===== config.mk =====
export PLATFORM = sky130hd
export DESIGN_NAME = led_pattern_sequencer
export DESIGN_NICKNAME = d
export VERILOG_FILES = /design/src/rtl/led_seq_pkg.sv /design/src/rtl/btn_debounce.sv /design/src/rtl/led_pattern_sequencer.sv
export SDC_FILE = /design/constraint.sdc
export NUM_CORES = 1
export LEC_CHECK = 0
export BUFFER_PORTS_ARGS = -buffer_cell sky130_fd_sc_hd__buf_2
export CAP_MARGIN = 10
export CORE_MARGIN = 5
export CORE_UTILIZATION = 60
export CTS_CLUSTER_DIAMETER = 60
export DETAILED_ROUTE_END_ITERATION = 6
export GPL_ROUTABILITY_DRIVEN = 0
export GPL_TIMING_DRIVEN = 1
export PLACE_DENSITY = 0.77
export REMOVE_ABC_BUFFERS = 1
export SETUP_SLACK_MARGIN = 0.5
export SLEW_MARGIN = 20
export SYNTH_ARGS = -nofsm -noshare
export SYNTH_HDL_FRONTEND = slang
export SYNTH_SLANG_ARGS = --single-unit

===== constraint.sdc =====
create_clock -name clk -period 2.4 [get_ports clk]
set_clock_uncertainty 0.1 [all_clocks]
set_input_delay 0.36 -clock clk [delete_from_list [all_inputs] [get_ports clk]]
set_output_delay 0.36 -clock clk [all_outputs]
set_load 0.05 [all_outputs]

===== src/rtl/led_seq_pkg.sv =====
// -----------------------------------------------------------------------------
// led_seq_pkg : mode and state encodings shared by the LED pattern sequencer
// Rev 1.0
// -----------------------------------------------------------------------------
`default_nettype none

package led_seq_pkg;

  localparam logic [1:0] MODE_SINGLE = 2'd0;
  localparam logic [1:0] MODE_FILL   = 2'd1;
  localparam logic [1:0] MODE_ALT    = 2'd2;

  typedef enum logic [1:0] {
    ST_IDLE  = 2'd0,
    ST_RUN   = 2'd1,
    ST_PAUSE = 2'd2,
    ST_DRAIN = 2'd3
  } state_e;

  function automatic logic [1:0] next_mode(input logic [1:0] mode);
    return (mode == MODE_ALT) ? MODE_SINGLE : mode + 2'd1;
  endfunction

endpackage

`default_nettype wire


===== src/rtl/btn_debounce.sv =====
// -----------------------------------------------------------------------------
// btn_debounce : 2-FF synchroniser, stable-level counter, rising-edge press pulse
// Rev 1.0
// -----------------------------------------------------------------------------
`default_nettype none

module btn_debounce #(
  parameter int DB_CYCLES = 1_000_000
) (
  input  logic clk,
  input  logic resetn,
  input  logic btn_i,
  output logic press_o
);

  localparam int             CW       = $clog2(DB_CYCLES + 1);
  localparam logic [CW-1:0]  CNT_LAST = CW'(DB_CYCLES - 1);

  logic          sync1_q;
  logic          sync2_q;
  logic          level_q;
  logic          press_q;
  logic [CW-1:0] cnt_q;

  always_ff @(posedge clk or negedge resetn) begin
    if (!resetn) begin
      sync1_q <= 1'b0;
      sync2_q <= 1'b0;
      level_q <= 1'b0;
      press_q <= 1'b0;
      cnt_q   <= '0;
    end else begin
      sync1_q <= btn_i;
      sync2_q <= sync1_q;
      press_q <= 1'b0;
      // Any sample that agrees with the current level restarts the stability window
      if (sync2_q == level_q) begin
        cnt_q <= '0;
      end else if (cnt_q == CNT_LAST) begin
        level_q <= sync2_q;
        press_q <= sync2_q;
        cnt_q   <= '0;
      end else begin
        cnt_q <= cnt_q + CW'(1);
      end
    end
  end

  assign press_o = press_q;

endmodule

`default_nettype wire


===== src/rtl/led_pattern_sequencer.sv =====
// -----------------------------------------------------------------------------
// led_pattern_sequencer : debounced front-panel buttons drive a prescaled LED shift-chain FSM
// Rev 1.0
// -----------------------------------------------------------------------------
`default_nettype none

module led_pattern_sequencer
  import led_seq_pkg::*;
#(
  parameter int N_LED     = 10,
  parameter int TICK_DIV  = 5_000_000,
  parameter int DB_CYCLES = 1_000_000
) (
  input  logic             clk,
  input  logic             resetn,
  input  logic             i_btn_start,
  input  logic             i_btn_mode,
  input  logic             i_btn_stop,
  output logic [N_LED-1:0] o_led,
  output logic [1:0]       o_mode,
  output logic             o_busy
);

  localparam int            PW        = $clog2(TICK_DIV);
  localparam int            SW        = $clog2(2 * N_LED) + 1;
  localparam logic [PW-1:0] PRE_LAST  = PW'(TICK_DIV - 1);
  localparam logic [SW-1:0] STEP_MAX  = '1;
  localparam logic [SW-1:0] FILL_LAST = SW'(N_LED - 1);

  logic start_p, mode_p, stop_p;

  btn_debounce #(.DB_CYCLES(DB_CYCLES)) u_db_start (
    .clk(clk), .resetn(resetn), .btn_i(i_btn_start), .press_o(start_p));
  btn_debounce #(.DB_CYCLES(DB_CYCLES)) u_db_mode (
    .clk(clk), .resetn(resetn), .btn_i(i_btn_mode), .press_o(mode_p));
  btn_debounce #(.DB_CYCLES(DB_CYCLES)) u_db_stop (
    .clk(clk), .resetn(resetn), .btn_i(i_btn_stop), .press_o(stop_p));

  state_e           state_q;
  logic [PW-1:0]    pre_q;
  logic [SW-1:0]    step_q;
  logic [N_LED-1:0] led_q;
  logic [1:0]       mode_q;
  logic             busy_q;

  logic stop_ev, start_ev, mode_ev;
  logic tick, din, last_bit;

  // A stop pulse swallows any start/mode pulse of the same cycle
  assign stop_ev  = stop_p;
  assign start_ev = start_p & ~stop_p;
  assign mode_ev  = mode_p & ~stop_p & ~start_p;

  assign tick = ((state_q == ST_RUN) || (state_q == ST_DRAIN)) && (pre_q == PRE_LAST);

  always_comb begin
    din      = 1'b0;
    last_bit = 1'b0;
    if (state_q == ST_RUN) begin
      case (mode_q)
        MODE_SINGLE: begin
          din      = (step_q == '0);
          last_bit = (step_q == '0);
        end
        MODE_FILL: begin
          din      = (step_q < SW'(N_LED));
          last_bit = (step_q == FILL_LAST);
        end
        default: din = ~step_q[0];
      endcase
    end
  end

  always_ff @(posedge clk or negedge resetn) begin
    if (!resetn) begin
      state_q <= ST_IDLE;
      pre_q   <= '0;
      step_q  <= '0;
      led_q   <= '0;
      mode_q  <= MODE_SINGLE;
      busy_q  <= 1'b0;
    end else begin
      if (tick) begin
        led_q <= {led_q[N_LED-2:0], din};
      end
      case (state_q)
        ST_IDLE: begin
          if (start_ev) begin
            state_q <= ST_RUN;
            busy_q  <= 1'b1;
            pre_q   <= '0;
            step_q  <= '0;
          end else if (mode_ev) begin
            mode_q <= next_mode(mode_q);
          end
        end
        ST_RUN: begin
          pre_q <= tick ? '0 : pre_q + PW'(1);
          if (tick && (step_q != STEP_MAX)) begin
            step_q <= step_q + SW'(1);
          end
          // Pattern completion outranks a simultaneous pause request
          if (stop_ev || (tick && last_bit)) begin
            state_q <= ST_DRAIN;
          end else if (start_ev) begin
            state_q <= ST_PAUSE;
          end
        end
        ST_PAUSE: begin
          if (stop_ev) begin
            state_q <= ST_DRAIN;
          end else if (start_ev) begin
            state_q <= ST_RUN;
          end
        end
        ST_DRAIN: begin
          pre_q <= tick ? '0 : pre_q + PW'(1);
          if (led_q == '0) begin
            state_q <= ST_IDLE;
            busy_q  <= 1'b0;
          end
        end
        default: begin
          state_q <= ST_IDLE;
          busy_q  <= 1'b0;
        end
      endcase
    end
  end

  assign o_led  = led_q;
  assign o_mode = mode_q;
  assign o_busy = busy_q;

endmodule

`default_nettype wire


Yosys cells after proc, flatten, opt, wreduce, memory -nomap -nowiden:

Index checks and enable logic that the tools add are counted.

* bits in registers: 116
* input port bits: 5
* output and inout port bits: 13

* add/sub/neg operators: 6
* $lt $le $gt $ge: 1
* equality and inequality tests: 18
* mux-type cells: 32
* bitwise gates (word level): 10
* reduce and logical (&&, ||, !) cells: 21

Operators with widths (number)
* two-way mux 20 bit: 6
* adder 20 x 1 -> 20 bit, second input constant: 3
* == test 20 bit, second input constant: 3
* two-way mux 23 bit: 2
* case mux 23 bit (2 select lines): 1
* adder 23 x 1 -> 23 bit, second input constant: 1
* == test 23 bit, second input constant: 1
* two-way mux 2 bit: 6
* two-way mux 6 bit: 2
* case mux 6 bit (2 select lines): 1
* logical NOT 10 bit: 1
* two-way mux 1 bit: 10
* AND reduction 2 bit: 5
* AND reduction 3 bit: 3
* case mux 2 bit (4 select lines): 1
* inverter 1 bit: 7
* adder 6 x 1 -> 6 bit, second input constant: 1
* == test 2 bit, second input constant: 3
* == test 6 x 4 -> 1 bit, second input constant: 1
* logical NOT 6 bit: 1
* < comparator 6 x 4 -> 1 bit, second input constant: 1
* inequality test 6 bit, second input constant: 1
* case mux 1 bit (2 select lines): 3
* nonzero test 2 bit: 3
* 11 further kinds: 21

Depth between registers and ports, before layout:

Gate-level depths: netlist (run 1).

* depth after elaboration: 7
* gate-level depth with buffers: 7

Modules after synthesis:

From an unflattened synthesis (run 1), not the netlist that was laid out.

* cell total of the unflattened synthesis: 619
* area, all modules: 5875.6 µm²

By module, submodules not included
* btn_debounce: instances 3, cells an instance 116, area an instance 1136.1 µm²
* led_pattern_sequencer: instances 1, cells an instance 271, area an instance 2467.4 µm²

Worst setup path before layout (run 1):

No wires, ideal clock.

* path kind: register to register
* start point: register pre_q[16]
* end point: register step_q[4]
* arrival time: 1.861 ns
* slack: 0.306 ns
* stages on the path, launching flop included: 5
* path buffers: 0
* period minus slack after synthesis: 2.094 ns
* cells stage by stage: dfrtp_1 or4_1 or4_1 nor4b_1 a211oi_1

* word-level cells in the longest chain between the ends: 5

Ends and longest elaborated chain
* start, declared: RTL line led_pattern_sequencer.sv:40 `logic [PW-1:0] pre_q;`
* start signal, assigned: RTL line led_pattern_sequencer.sv:98 `pre_q <= tick ? '0 : pre_q + PW'(1);`
* start signal, assigned: RTL line led_pattern_sequencer.sv:117 `pre_q <= tick ? '0 : pre_q + PW'(1);`
* == test 23 bit: RTL line led_pattern_sequencer.sv:54 `assign tick = ((state_q == ST_RUN) || (state_q == ST_DRAIN)) && (pre_q == PRE_LAST);`
* logical AND 1 bit: RTL line led_pattern_sequencer.sv:54
* logical AND 1 bit: RTL line led_pattern_sequencer.sv:99 `if (tick && (step_q != STEP_MAX)) begin`
* inequality test 2 x 1 -> 1 bit (no line)
* AND reduction 3 bit (no line)
* end signal, assigned: RTL line led_pattern_sequencer.sv:100 `step_q <= step_q + SW'(1);`
* end, declared: RTL line led_pattern_sequencer.sv:41 `logic [SW-1:0] step_q;`

No other way between the ends.
A chain may end at the register's enable or synchronous reset.

Worst setup path in the final report (run 1):

* start point: register pre_q[21]
* end point: register step_q[4]

Same word-level chain as after synthesis.

==> insert_results.sql, run 1 <==
INSERT INTO impl_metrics (metric_group, metric, value, unit) VALUES
('global_routing', 'groute.usage.overall', '23.9', '%'),
('yosys', 'synth.area.top_cells', 'dfrtp_1 (51%), xor2_1 (6.0%), nand2_1 (5.5%), nor2_1 (4.7%), nand3_1 (3.7%)', ''),
('pwr', 'clkPwrFrac', '52.8', '%'),
('worst_hold_path', 'min-delay-path-class', 'reg -> reg', ''),
('clocking', 'cts.root.buffer_cell', 'clkbuf_8', ''),
('pwr', 'p_leak', '0.00316', 'uW'),
('pwr', 'peakVddDrop', '0.000573', 'V'),
('layout', 'areaGrowthSynthToFinish', '24.0', '%'),
('global_routing', 'gr-total-overflow', '0', ''),
('yosys', 'synth_edf_count', '0', ''),
('pwr', 'design_power_total', '4430', 'uW'),
('global_routing', 'top_usage_layer', 'met2', ''),
('yosys', 'cells_after_synth', '592', ''),
('yosys', 'synth_warnings', '0', ''),
('run', 'cap_violations', '0', ''),
('placed_design', 'place_worst_setup_slack', '159', 'ps'),
('critical_path', 'kind_of_end_point_of_the_critical_path', 'flop', ''),
('clocking', 'deepest_clock_path_buffer_count', '2', ''),
('yosys', 'netlist-cell-type-count', '52', ''),
('critical_path', 'crit_path_start_kind', 'flop', ''),
('outcome', 'run_status', 'completed', ''),
('clocking', 'path_clk_slew', '60', 'ps'),
('global_routing', 'grt_start_max_net_pins', '46', ''),
('placed_design', 'port_buffers', '17', ''),
('layout', 'layout.cells.non_filler', '802', ''),
('global_routing', 'grt.met3_usage', '6.84', '%'),
('pwr', 'power-per-cell-area', '627', 'nW/um2'),
('detailed_routing', 'vias', '4794', ''),
('timing', 'fmax', '486', 'MHz'),
('worst_hold_path', 'hold_path_depth', '0', ''),
('detailed_routing', 'routed_wl', '13600', 'um'),
('global_routing', 'grt_first_pass_wirelength', '22000', 'um'),
('timing', 'whs', '258', 'ps'),
('clocking', 'clock_latency', '520', 'ps'),
('global_routing', 'first_global_vias', '4797', ''),
('yosys', 'yosys.area.top_type', 'dfrtp_1', ''),
('layout', 'nets', '672', ''),
('timing', 'timing.slew.headroom', '63.8', '%'),
('critical_path', 'worst_ep_required_time', '2680', 'ps'),
('yosys', 'syn-cell-area', '5690', 'um2'),
('floorplan', 'die_y', '107', 'um'),
('critical_path', 'max_stage_delay', '570', 'ps'),
('clocking', 'clkSinkCount', '116', ''),
('timing', 'maxSlewViolCount', '0', ''),
('detailed_routing', 'vias_per_cell', '5.98', ''),
('global_routing', 'antenna_found_initial', '0', ''),
('critical_path', 'critical_path_class', 'reg -> reg', ''),
('clocking', 'clock_tree_from_tritoncts', 'done', ''),
('yosys', 'synthDominantCellAreaShare', '51.0', '%'),
('yosys', 'share_of_async_settable_or_async_resettable_flops_after_synthesis', '100', '%'),
('floorplan', 'floorplan.die.width', '107', 'um'),
('yosys', 'synth_top_flop_cell', 'dfrtp_1', ''),
('detailed_routing', 'drt.antenna.violating_nets', '0', ''),
('floorplan', 'core_area', '9240', 'um2'),
('detailed_routing', 'post_route_drc', '0', ''),
('clocking', 'cts-buffers-inserted', '17', ''),
('yosys', 'synth_seq_cells', '116', ''),
('pwr', 'power_frac_seq', '45.0', '%'),
('pwr', 'power_switching', '1040', 'uW'),
('floorplan', 'row_count', '35', ''),
('placed_design', 'placed_cells_incl_taps', '740', ''),
('critical_path', 'worstRegToRegCells', '5', ''),
('pwr', 'power_report.internal_total', '3390', 'uW'),
('global_routing', 'globalRouteMet2Util', '40.4', '%'),
('floorplan', 'total_die_area', '11500', 'um2'),
('timing', 'postLayoutSetupSlackWorst', '343', 'ps'),
('pwr', 'netSwitchingFraction', '23.5', '%'),
('detailed_routing', 'dr.pass1.iters', '5', ''),
('critical_path', 'signal_arrival_time_at_the_worst_endpoint', '2340', 'ps'),
('critical_path', 'crit_path_max_fanout', '3', ''),
('layout', 'num_antenna_cells', '0', '');
## worst max-delay path: cells and delay by family (launching register included)
family / cells / cell delay (ps)
flip-flops: 1 / 440
AND/OR/NAND/NOR: 4 / 1280
AO/OA/AOI/OAI: 1 / 100
## sequential cells by signal, summed over array words and instances (netlist names)
register and cells:
pre_q 23, u_db_mode.cnt_q 20, u_db_start.cnt_q 20, u_db_stop.cnt_q 20, o_led 10, step_q 6, o_mode 2, state_q 2
o_busy 1, u_db_mode.level_q 1, u_db_mode.press_o 1, u_db_mode.sync1_q 1, u_db_mode.sync2_q 1, u_db_start.level_q 1, u_db_start.press_o 1, u_db_start.sync1_q 1
u_db_start.sync2_q 1, u_db_stop.level_q 1, u_db_stop.press_o 1, u_db_stop.sync1_q 1, u_db_stop.sync2_q 1
## layer usage
layer  routed length, um  vias to the layer above
met5                   0                        -
met4                 374                        0
met3                 739                       39
met2                6860                      208
met1                5580                     2326
li1                    -                     2221
## cell usage in the layout, fill, tap and decap left out, drive strengths merged, types with 2 or more instances in the layout
cell           n
nor4          13
nand2         84
dfrtp        116
and4b          2
dlygate4sd3    4
o21ai         12
and2          12
nand3         42
o21bai         2
a21oi         10
or3            3
clkinvlp       4
a31oi         11
nor4bb         3
o31ai          2
o211ai         3
nand3b         4
and4           7
nand4         17
clkinv         4
buf           62
clkbuf        18
nor2          72
xor2          39
a22o           3
or4            5
and3          19
nor4b          4
mux2           6
xnor2         23
ha             7
inv           15
nor3b          3
o21a           3
nor2b          3
a41oi          4
nor3          14
nand2b         6
## logic make-up (layout without fill, tap and decap cells)
family          after synthesis  after routing  synth area share [%]
buf+inv                      27            108                  2.00
simple gates                314            314                  27.7
compound gates               59             59                  6.88
fa+ha+maj                     7              7                  1.54
mux                           7              7                  1.36
xor+xnor                     62             62                  9.54
flops                       116            116                  51.0
## power groups by stage
stage | Clock, uW | Combinational (uW) | Sequential (uW)
5_1_grt | 2470 | 114 | 1990
6_report | 2340 | 97.8 | 1990
4_1_cts | 2370 | 98.6 | 1990
3_3_place_gp | 0 | 91.3 | 2020
2_1_floorplan | 0 | 30.4 | 2020
3_5_place_dp | 0 | 93.4 | 2020
## worst paths after layout
path / startpoint / slack, ps / to
setup / recovery: pre_q[21] / 340 / step_q[4]
setup reg to reg: pre_q[21] / 340 / step_q[4]
max in group asynchronous: resetn / 1290 / u_db_start.cnt_q[5]
hold / removal: u_db_mode.sync1_q / 260 / u_db_mode.sync2_q
min in group asynchronous: resetn / 270 / step_q[1]
hold reg to reg: u_db_mode.sync1_q / 260 / u_db_mode.sync2_q
## final cells by class
type                    instances  area (um2)
flip-flops and latches        116        2910
repair buffers                 66         538
fillers                       573        2180
clock inverters                14         128
clock buffers                  18         418
well taps                     129         161
multi-input cells             449        2870
inverters                      10        37.5
## repair_timing
action	4_1_cts	5_1_grt
resized for setup	25	26
hold endpoints to repair	39	0
endpoints found under the setup margin	66	76
hold buffers	4	0
pin swaps	14	14
buffers inserted	14	12
## per-stage QoR
step / cell area [um2] / utilization [%] / setup TNS (ps)
final: 7060 / 76.4 / 0
after global routing: 7060 / 76.4 / 0
after CTS: 6830 / 73.9 / 0
after detailed placement: 6040 / 65.4 / 0
after global placement: 6040 / 65.4 / 0
after floorplan: 5620 / - / -150
## Yosys cell counts (10+ instances only)
| master | number |
|---|---|
| a21oi_1 | 10 |
| a31oi_1 | 11 |
| and2_1 | 12 |
| and3_1 | 19 |
| clkbuf_1 | 12 |
| dfrtp_1 | 116 |
| inv_1 | 10 |
| nand2_1 | 84 |
| nand3_1 | 42 |
| nand4_1 | 16 |
| nor2_1 | 72 |
| nor3_1 | 14 |
| nor4_1 | 12 |
| o21ai_0 | 11 |
| xnor2_1 | 23 |
| xor2_1 | 39 |
(Power assumes the default switching activity.)
==> run 2: changes to the inputs <==
- CAP_MARGIN: 10 -> 20
- CTS_BUF_LIST: default -> sky130_fd_sc_hd__clkbuf_8
==> insert_results.sql, run 2 (synthesis results as in run 1) <==
INSERT INTO impl_metrics (metric_group, metric, value, unit) VALUES
('outcome', 'run_status', 'completed', ''),
('layout', 'flip_flop_count_of_the_largest_register_all_copies_and_words_added', '23', ''),
('clocking', 'clock_latency', '440', 'ps'),
('layout', 'nets', '671', ''),
('layout', 'multi_input_area', '2890', 'um2'),
('layout', 'layout.cells.most_common_list', 'dfrtp_1 (109), nand2_1 (83), nor2_1 (69), nand3_1 (41), xor2_1 (39)', ''),
('timing', 'setup_viol', '0', ''),
('detailed_routing', 'vias', '4701', ''),
('critical_path', 'critical_path_class', 'reg -> reg', ''),
('timing', 'timing.slew.headroom', '63.7', '%'),
('placed_design', 'port_buffers', '17', ''),
('detailed_routing', 'routed_wl', '13000', 'um'),
('critical_path', 'regToRegEndpoint', 'step_q[4]', ''),
('pwr', 'power_frac_seq', '52.7', '%'),
('floorplan', 'core_area', '9240', 'um2'),
('layout', 'layout_commonest_cell', 'dfrtp_1', ''),
('critical_path', 'kind_of_end_point_of_the_critical_path', 'flop', ''),
('critical_path', 'endpoint', 'step_q[4]', ''),
('critical_path', 'worst_ep_required_time', '2600', 'ps'),
('pwr', 'p_leak', '0.00307', 'uW'),
('run', 'cap_violations', '0', ''),
('detailed_routing', 'vias_per_cell', '5.87', ''),
('clocking', 'cts-buffers-inserted', '17', ''),
('critical_path', 'cp-startpoint', 'pre_q[22]', ''),
('pwr', 'power_switching', '945', 'uW'),
('layout', 'post-route-util', '74.4', '%'),
('layout', 'max_flop_register', 'pre_q', ''),
('pwr', 'netSwitchingFraction', '25.1', '%'),
('global_routing', 'groute.usage.overall', '23.2', '%'),
('floorplan', 'initial_cell_density_of_the_core', '61.6', '%'),
('placed_design', 'place_hpwl', '7910', 'um'),
('layout', 'register_area', '2910', 'um2'),
('timing', 'rsz0062_at_grt', 'true', ''),
('critical_path', 'worstRegToRegCells', '5', ''),
('clocking', 'clkSinkCount', '116', ''),
('clocking', 'path_clk_slew', '70', 'ps'),
('placed_design', 'placed_cells_incl_taps', '740', ''),
('clocking', 'clock_tree_from_tritoncts', 'done', ''),
('timing', 'period_share', '88.7', '%'),
('global_routing', 'grt_first_pass_wirelength', '21400', 'um'),
('critical_path', 'signal_arrival_time_at_the_worst_endpoint', '2330', 'ps'),
('clocking', 'deepest_clock_path_buffer_count', '2', ''),
('critical_path', 'reg2reg_setup_slack', '270', 'ps'),
('layout', 'num-fill-cells', '604', ''),
('layout', 'stdcell_area', '6870', 'um2'),
('timing', 'final_period_demand_of_the_worst_path', '2130', 'ps'),
('worst_hold_path', 'min-delay-path-class', 'reg -> reg', ''),
('critical_path', 'r2r_start', 'pre_q[22]', ''),
('clocking', 'clock_tree.htree_level_count', '4', ''),
('pwr', 'combinationalPowerShare', '2.6', '%'),
('pwr', 'design_power_total', '3770', 'uW'),
('detailed_routing', 'wl_per_cell', '16.2', 'um'),
('pwr', 'peakVddDrop', '0.000541', 'V'),
('critical_path', 'crit_path_max_fanout', '5', ''),
('layout', 'num_antenna_cells', '0', ''),
('detailed_routing', 'post_route_drc', '0', ''),
('floorplan', 'boundaryPins', '18', ''),
('pwr', 'power_report.internal_total', '2830', 'uW'),
('global_routing', 'grt_start_max_net_pins', '46', ''),
('timing', 'hold_viol_final', '0', ''),
('timing', 'maxSlewViolCount', '0', ''),
('detailed_routing', 'drt-initial-drc-count', '309', ''),
('critical_path', 'crit_path_start_kind', 'flop', ''),
('pwr', 'power-per-cell-area', '549', 'nW/um2'),
('clocking', 'cts.root.buffer_cell', 'clkbuf_8', ''),
('layout', 'final_layout_size_suffix_gt1_share', '20.8', '%'),
('layout', 'layout.cells.non_filler', '801', ''),
('floorplan', 'die_y', '107', 'um'),
('pwr', 'clkPwrFrac', '44.7', '%'),
('timing', 'whs', '261', 'ps'),
('timing', 'fmax', '470', 'MHz'),
('floorplan', 'row_count', '35', ''),
('placed_design', 'place_area', '6040', 'um2'),
('global_routing', 'antenna_found_initial', '0', ''),
('layout', 'areaGrowthSynthToFinish', '20.7', '%'),
('global_routing', 'gr-total-overflow', '0', ''),
('detailed_routing', 'dr.pass1.iters', '6', ''),
('timing', 'timing_worst_slew_pin_value', '545', 'ps'),
('floorplan', 'floorplan.die.width', '107', 'um'),
('floorplan', 'total_die_area', '11500', 'um2'),
('global_routing', 'first_global_vias', '4701', ''),
('detailed_routing', 'drt.antenna.violating_nets', '0', '');
-- run 2: changes by cell type in the layout (fill, tap and decap cells not counted), moves of 2 or more --
cell / change
nor4bb_2: +2
clkbuf_16: -16
clkbuf_8: +16
buf_6: -2
buf_4: +2
-- run 2: power groups by stage --
stage	sequential, uW	clock [uW]	combinational, uW
after global placement	2020	0	91.3
after CTS	1990	1720	98.6
final	1990	1690	97.7
after floorplan	2020	0	30.4
after global routing	1990	1810	114
after detailed placement	2020	0	93.4
-- run 2: how the worst min path moves through the flow --
stage / slack (ps) / startpoint / depth (start not counted) / to
floorplan: -40 / resetn / 0 / o_busy
global placement: 240 / u_db_start.sync1_q / 0 / u_db_start.sync2_q
detailed placement: 240 / u_db_mode.sync1_q / 0 / u_db_mode.sync2_q
CTS: 260 / u_db_mode.sync1_q / 0 / u_db_mode.sync2_q
global route: 270 / u_db_mode.sync1_q / 0 / u_db_mode.sync2_q
finish: 260 / u_db_mode.sync1_q / 0 / u_db_mode.sync2_q
-- run 2: critical path, cell delays in order, from the launching register on --
cell	delay [ps]
dfrtp_1	450
nor4bb_2	370
nand3_1	150
or4_4	590
nor4b_4	230
a211oi_1	100
-- run 2: routing by layer --
layer,GRT usage [%],part of all wire [%]
met5,0,0
met4,8.93,1.7
met3,5.58,4.2
met2,39.8,51
met1,28.3,43
-- run 2: area by class of cell --
cell class,count,share of cell area (%)
Tap cell,129,2.35
Timing Repair Buffer,65,7.43
Sequential cell,116,42.4
Clock buffer,17,3.40
Multi-Input combinational cell,449,42.0
Clock inverter,15,1.91
Inverter,10,0.546
-- run 2: stage by stage --
step / TNS [ps] / setup slack, ps
final: 0 / 272
after global routing: 0 / 193
after CTS: 0 / 390
after global placement: 0 / 211
after detailed placement: 0 / 159
after floorplan: -150 / -105
-- run 2: what timing repair did --
action	in CTS	in global routing
setup buffers	14	11
resized for setup	28	26
hold endpoints to repair	39	0
hold buffers	4	0
setup endpoints to repair	65	71
pin swaps	18	17
gates cloned	0	0
